File: src/rtl/mux_scan_ctrl.sv
// Scan controller for a 4-to-1 mux: steps sel 0..3, samples mux_out after DWELL cycles per channel,
// and presents the assembled word with a valid/ready handshake. Optional parity via SCAN_PARITY_EN.
module mux_scan_ctrl #(
    parameter int DWELL = 2,
    parameter int CONT  = 0
) (
    input  logic       clk,
    input  logic       rst_n,
    input  logic       start,
    input  logic       mux_out,
    input  logic       ready,
    output logic [1:0] sel,
    output logic       busy,
    output logic [3:0] data,
    output logic       valid
`ifdef SCAN_PARITY_EN
    ,
    output logic       parity
`endif
);

    typedef enum logic [1:0] {
        ST_IDLE = 2'd0,
        ST_SCAN = 2'd1,
        ST_DONE = 2'd2
    } state_t;

    localparam logic [3:0] DWELL_LAST = 4'(DWELL - 1);

    state_t     r_state,  w_state_nxt;
    logic [1:0] r_sel,    w_sel_nxt;
    logic [3:0] r_cnt,    w_cnt_nxt;
    logic [3:0] r_shadow, w_shadow_nxt;
    logic [3:0] r_data,   w_data_nxt;
    logic       r_valid,  w_valid_nxt;

    always_comb begin
        // NOTE: every output of this block gets a default first so no path can infer a latch.
        w_state_nxt  = r_state;
        w_sel_nxt    = r_sel;
        w_cnt_nxt    = r_cnt;
        w_shadow_nxt = r_shadow;
        w_data_nxt   = r_data;
        w_valid_nxt  = r_valid;

        unique case (r_state)
            ST_IDLE: begin
                if (start) begin
                    w_state_nxt = ST_SCAN;
                    w_sel_nxt   = 2'd0;
                    w_cnt_nxt   = 4'd0;
                end
            end

            ST_SCAN: begin
                if (r_cnt == DWELL_LAST) begin
                    w_cnt_nxt           = 4'd0;
                    w_shadow_nxt[r_sel] = mux_out;
                    if (r_sel == 2'd3) begin
                        // The final channel goes straight into data along with the earlier three.
                        w_data_nxt  = w_shadow_nxt;
                        w_valid_nxt = 1'b1;
                        w_state_nxt = ST_DONE;
                    end else begin
                        w_sel_nxt = r_sel + 2'd1;
                    end
                end else begin
                    w_cnt_nxt = r_cnt + 4'd1;
                end
            end

            ST_DONE: begin
                if (r_valid && ready) begin
                    w_valid_nxt = 1'b0;
                    w_sel_nxt   = 2'd0;
                    w_cnt_nxt   = 4'd0;
                    w_state_nxt = (CONT != 0) ? ST_SCAN : ST_IDLE;
                end
            end

            default: begin
                w_state_nxt = ST_IDLE;
                w_sel_nxt   = 2'd0;
                w_cnt_nxt   = 4'd0;
                w_valid_nxt = 1'b0;
            end
        endcase
    end

    // NOTE: sequential state uses non-blocking assignments so all registers update from pre-edge values.
    always_ff @(posedge clk or negedge rst_n) begin
        if (!rst_n) begin
            r_state  <= ST_IDLE;
            r_sel    <= 2'd0;
            r_cnt    <= 4'd0;
            r_shadow <= 4'd0;
            r_data   <= 4'd0;
            r_valid  <= 1'b0;
        end else begin
            r_state  <= w_state_nxt;
            r_sel    <= w_sel_nxt;
            r_cnt    <= w_cnt_nxt;
            r_shadow <= w_shadow_nxt;
            r_data   <= w_data_nxt;
            r_valid  <= w_valid_nxt;
        end
    end

`ifdef SCAN_PARITY_EN
    logic r_parity;

    always_ff @(posedge clk or negedge rst_n) begin
        if (!rst_n) begin
            r_parity <= 1'b0;
        end else if (r_state == ST_SCAN && w_state_nxt == ST_DONE) begin
            r_parity <= ^w_data_nxt;
        end
    end

    assign parity = r_parity;
`endif

    assign sel   = r_sel;
    assign busy  = (r_state != ST_IDLE);
    assign data  = r_data;
    assign valid = r_valid;

endmodule

File: config.mk
export PLATFORM = sky130hd
export DESIGN_NAME = mux_scan_ctrl
export DESIGN_NICKNAME = d
export VERILOG_FILES = /design/src/rtl/mux_scan_ctrl.sv
export SDC_FILE = /design/constraint.sdc
export NUM_CORES = 1
export LEC_CHECK = 0
export BUFFER_PORTS_ARGS = -buffer_cell sky130_fd_sc_hd__buf_2
export CORE_MARGIN = 2
export CORE_UTILIZATION = 30
export CTS_CLUSTER_DIAMETER = 60
export DETAILED_ROUTE_END_ITERATION = 8
export PLACE_DENSITY = 0.51
export SLEW_MARGIN = 20
export SYNTH_ARGS = -nofsm -noshare
export SYNTH_HDL_FRONTEND = slang
export SYNTH_SLANG_ARGS = --single-unit
File: constraint.sdc
create_clock -name clk -period 1.8 [get_ports clk]
set_clock_uncertainty 0.15 [all_clocks]
set_input_delay 0.18 -clock clk [delete_from_list [all_inputs] [get_ports clk]]
set_output_delay 0.18 -clock clk [all_outputs]
set_load 0.01 [all_outputs]
Word level (Yosys, flattened, before mapping)
Index checks and enable logic that the tools add are counted.
{"block": "classes", "add_sub_neg": 2, "order_cmp": 2, "eq_ne": 9, "mux": 20, "bitwise_logic": 1, "reduce_logical": 10}
{"operator": "2-to-1 mux 2 bit", "n": 7}
{"operator": "2-to-1 mux 4 bit", "n": 3}
{"operator": "one-hot mux 2 bit (3 select lines)", "n": 2}
{"operator": "one-hot mux 4 bit (3 select lines)", "n": 1}
{"operator": "AND reduction 4 bit", "n": 3}
{"operator": "!= test 2 bit (second input constant)", "n": 5}
{"operator": "adder 4 x 1 -> 4 bit (second input constant)", "n": 1}
{"operator": "bitwise mux 4 bit", "n": 1}
{"operator": "== test 2 bit (second input constant)", "n": 2}
{"operator": "== test 4 x 1 -> 1 bit (second input constant)", "n": 1}
{"operator": "2-to-1 mux 1 bit", "n": 4}
{"operator": "AND reduction 2 bit", "n": 2}
{"operator": "less-than comparator 2 x 3 -> 1 bit (second input constant)", "n": 1}
{"operator": "one-hot mux 1 bit (3 select lines)", "n": 1}
{"operator": "AND reduction 3 bit", "n": 1}
{"operator": "adder 2 x 1 -> 2 bit (second input constant)", "n": 1}
{"operator": "demux 1 bit (select 2 bit)", "n": 1}
{"operator": "== test 2 x 1 -> 1 bit (second input constant)", "n": 1}
{"operator": ">= comparator 2 x 1 -> 1 bit (second input constant)", "n": 1}
{"operator": "logical AND 1 bit", "n": 2}
{"operator": "zero test 2 bit", "n": 1}
{"operator": "nonzero test 2 bit", "n": 1}
{"operator": "inverter 1 bit", "n": 1}
{"block": "totals", "register_bits": 17, "inputBits": 5, "out_inout_bits": 8}

Logic depth before layout (Yosys ltp)
{"block": "depth", "depth_word": 5, "depth_mapped": 6, "mapped_depth_nobuf": 5}

Worst setup path before layout
No wires, ideal clock.
{"block": "synth_timing", "kind": "flip-flop to flip-flop", "startpoint": "register r_cnt[1]", "endpoint": "register r_data[0], in the netlist data[0]", "setup_time_ps": 125, "t_arrival_ps": 1507, "t_required_ps": 1525, "path_slack_ps": 18, "stages_incl_launch_ff": 7, "period_less_slack_ps": 1782, "cell_sequence": "dfrtp_1 > inv_1 > ha_1 > nor3b_2 > and3_1 > buf_6 > mux2_4"}
{"block": "synth_via", "elab_chain_len": 2}
{"item": "from (decl)", "line_no": "32", "text": "logic [3:0] r_cnt, w_cnt_nxt;"}
{"item": "from (signal assigned)", "line_no": "102", "text": "r_cnt <= w_cnt_nxt;"}
{"item": "== test 4 x 1 -> 1 bit", "line_no": "56", "text": "if (r_cnt == DWELL_LAST) begin"}
{"item": "AND reduction 3 bit (no source line)"}
{"item": "to (signal assigned)", "line_no": "104", "text": "r_data <= w_data_nxt;"}
{"item": "to (decl)", "line_no": "34", "text": "logic [3:0] r_data, w_data_nxt;"}
No other way between the ends.
A chain may end at the register's enable or synchronous reset.

Worst setup path after layout
{"block": "layout_timing", "startpoint": "register r_cnt[1]", "endpoint": "register r_shadow[3]"}
{"block": "layout_via", "elab_chain_len": 2}
{"item": "== test 4 x 1 -> 1 bit", "line_no": "56"}
{"item": "AND reduction 2 bit (no source line)"}
{"item": "to (signal assigned)", "line_no": "103", "text": "r_shadow <= w_shadow_nxt;"}
{"item": "to (decl)", "line_no": "33", "text": "logic [3:0] r_shadow, w_shadow_nxt;"}
No other way between the ends.

==> flow_summary_export.csv <==
group,metric,value,unit
outcome,status,"finished clean",
sta,period_minus_slack,1703,ps
logic_synthesis,yosysTopAreaCell,"dfrtp_1",
setup_path,cpPeakStageDelay,400,ps
die,core,0.003028,mm^2
logic_synthesis,synthAdderAreaFrac,0.09223,
setup_path,criticalPathCategory,"reg2reg",
grt,track_usage,0.1215,
logic_synthesis,synth_top_family_by_area,"simple AND/OR/NAND/NOR gates",
job,max-cap-violations,0,
logic_synthesis,avgSynthCellArea,12.18,um^2
route,wl_met1,916,um
logic_synthesis,synth_compound_area_frac,0.09354,
power_and_ir_drop,p_comb_frac,0.477,
clocking,cts_made_buffers,3,
clocking,cts_root_buf,"clkbuf_4",
die,rows,20,
setup_path,path_buf_inv,2,
setup_path,crit_arrival,1750,ps
placement,dpl.hpwl,1354,um
logic_synthesis,ys_warn_count,0,
setup_path,critPathSlowestCell,"dfrtp_1",
grt,grt_pass1_wl,3153,um
logic_synthesis,yosys.area_share.xor_xnor,0,
sta,fmax,0.5874,GHz
final_layout,final_nets,111,
route,ant_nets,0,
setup_path,cp.required,1840,ps
grt,grt_max_degree,18,
logic_synthesis,yosys_register_bits,17,
power_and_ir_drop,switching_power,641.1,uW
die,ioPinCount,13,
route,viasPerCell,4.613,
clocking,cts_tree,"done",
setup_path,crit_family,"flip-flops",
clocking,clk_pin_slew,100,ps
power_and_ir_drop,p_per_area,1570,mW/mm^2
power_and_ir_drop,switching_share,0.3638,
sta,relSlewSlack,0.7208,
power_and_ir_drop,power.share.clock,0.121,
route,first_pass_iters,4,
logic_synthesis,ys_top_cells_by_area,"dfrtp_1 45%, mux2_2 9.5%, ha_1 9.2%",
logic_synthesis,synth_cell_types,28,
logic_synthesis,synth.net_count,90,
sta,finalCritPeriodShare,0.9459,
sta,rsz0062_at_grt,"no",
power_and_ir_drop,intPower,1.121,mW
power_and_ir_drop,seq_power_share,0.402,
sta,tightest_slew,415.7,ps
logic_synthesis,ys_seq_area_frac,0.4480,
route,routed.top_layer,"met4",
clocking,cts-htree-levels,1,
final_layout,antennaDiodeCount,0,
final_layout,syn_to_final_growth,18.18,%
route,wl_per_cell,12.69,um
route,finalWirelength,1802,um
final_layout,final_util,0.3707,
setup_path,reg2reg_setup_slack,100,ps
grt,first_global_vias,679,
die,die_w,60.27,um
logic_synthesis,synth_cells,78,
route,vias,655,
clocking,cts_setup_buffers,0,
clocking,clock_path_buffers,2,
logic_synthesis,muxShareOfSynthArea,0.1581,
setup_path,cp-end-kind,"flop",
setup_path,cp_cell_sequence,"inv_1 > ha_1 > nor3b_2 > buf_4 > nand3_1 > mux2_2",
route,met2_length,781,um
sta,setup_violations,0,
placement,gp_congestion,0.7407,
die,die_y,60.27,um
die,initial_core_util,0.3136,
route,dr.first_iter.drc_count,21,
placement,port_buffers,12,
sta,fin_setup_tns,0,ps
grt,grt-ovfl-total,0,
setup_path,crit_fanout,7,
die,die_area,0.003632,mm^2
sta,finalHoldViolCount,0,
grt,antenna_found_initial,0,
worst_hold_path,hp-class,"in2reg",
logic_synthesis,syn_area,949.7,um^2
setup_path,startpoint_type,"flop",
final_layout,drive_gt1_frac,0.3980,
clocking,clk_latency,300,ps
logic_synthesis,yosysTopAreaCellShare,0.4480,
power_and_ir_drop,worst_ir_drop_vdd,0.0004420,V
power_and_ir_drop,p_leak,0.5413,nW
sta,finalMaxSlewViolations,0,
route,dr_wl_met3,42,um
logic_synthesis,synth-simple-area-share,0.1607,
route,drc,0,
clocking,clock-sinks,17,
## stage by stage
step | power (mW) | cells | cell area, um^2 | hold slack, ps | setup slack [ps]
3_3_place_gp | 1.552 | 136 | 1069 | -22.53 | 61.38
5_1_grt | 1.910 | 142 | 1122 | 73.82 | 26.88
2_1_floorplan | 1.290 | 78 | 949.7 | -265.6 | 18.15
4_1_cts | 1.779 | 142 | 1115 | 4.438 | 24.91
3_5_place_dp | 1.556 | 136 | 1069 | -16.01 | 63.17
6_report | 1.762 | 142 | 1122 | 15.02 | 97.45
## cell usage in the layout (no fill, tap or decap), types with 2 or more instances in the layout
cell and instances:
dfrtp_1 17, o2bb2ai_1 2, clkbuf_4 3, mux2_4 4, dlygate4sd3_1 2, nand2_1 4, nor2_1 2, o21ai_0 2
ha_1 7, buf_4 5, nor3_1 3, inv_1 3, mux2_2 8, o32ai_1 2, and3_2 2, buf_2 12
nand3_1 5
## cells by family (layout without fill, tap and decap cells)
family / count (synthesis) / in the layout
flip-flops: 17 / 17
buffers and inverters: 6 / 26
AND/OR/NAND/NOR: 25 / 25
AO/OA/AOI/OAI: 11 / 11
adder cells (fa/ha/maj): 7 / 7
multiplexers: 12 / 12
## power groups by stage
| stage | combinational [mW] | sequential, mW | clock, mW |
|---|---|---|---|
| 2_1_floorplan | 0.576 | 0.714 | 0 |
| 4_1_cts | 0.851 | 0.706 | 0.221 |
| 5_1_grt | 0.940 | 0.737 | 0.233 |
| 3_5_place_dp | 0.844 | 0.712 | 0 |
| 6_report | 0.841 | 0.708 | 0.213 |
| 3_3_place_gp | 0.841 | 0.710 | 0 |
## worst register-to-register path: cells and delay by family (launching register included)
family | cells | cell delay, ps
multiplexers | 1 | 350
flip-flops | 1 | 400
buffers and inverters | 2 | 220
AND/OR/NAND/NOR | 2 | 300
adder cells (fa/ha/maj) | 1 | 180
## cell usage after synthesis
| library cell | number |
|---|---|
| or2b_1 | 1 |
| buf_6 | 3 |
| or2_2 | 1 |
| o32ai_1 | 2 |
| a22o_1 | 1 |
| a21o_1 | 1 |
| and3_2 | 1 |
| and3_1 | 2 |
| nor2_1 | 2 |
| nand2_1 | 4 |
| o21ai_0 | 2 |
| inv_1 | 3 |
| a211o_1 | 1 |
| nand2b_1 | 1 |
| mux2_4 | 4 |
| a32o_1 | 1 |
| ha_1 | 7 |
| nor2b_4 | 1 |
| nor4b_1 | 1 |
| a311oi_1 | 1 |
| or2b_2 | 1 |
| nor3b_2 | 1 |
| dfrtp_1 | 17 |
| nor2b_1 | 1 |
| nor3_1 | 3 |
| nand3_1 | 5 |
| mux2_2 | 8 |
| o2bb2ai_1 | 2 |
## final timing paths
check | startpoint | endpoint | cells past startpoint
min in group asynchronous | rst_n | r_cnt[3] | 2
setup reg to reg | r_cnt[1] | r_shadow[3] | 6
max in group asynchronous | rst_n | r_shadow[0] | 2
setup / recovery | r_cnt[1] | r_shadow[3] | 6
hold / removal | ready | r_state[1] | 4
hold reg to reg | r_shadow[3] | r_shadow[3] | 1
## routing by layer
layer | vias to the layer above | global-route usage
li1 | 323 | -
met1 | 316 | 0.1592
met3 | 4 | 0.01948
met2 | 12 | 0.1755
met5 | - | 0
met4 | 0 | 0.09524
## sequential cells by signal, indices dropped and copies added (netlist names)
register and count:
r_state 2, data 4, valid 1, sel 2, r_cnt 4, r_shadow 4
## area by class of cell
cell class / instances / area (um^2)
Timing Repair Buffer: 19 / 117.6
Fill cell: 313 / 1906
Clock buffer: 4 / 26.28
Multi-Input combinational cell: 55 / 486.7
Tap cell: 44 / 55.05
Inverter: 3 / 11.26
Sequential cell: 17 / 425.4
## repair_timing
item,4_1_cts,5_1_grt
setup endpoints to repair,0,4
hold endpoints to repair,18,0
gates resized for setup,0,2
hold buffers,2,0
No activity file was read; power rests on OpenSTA's default activity.
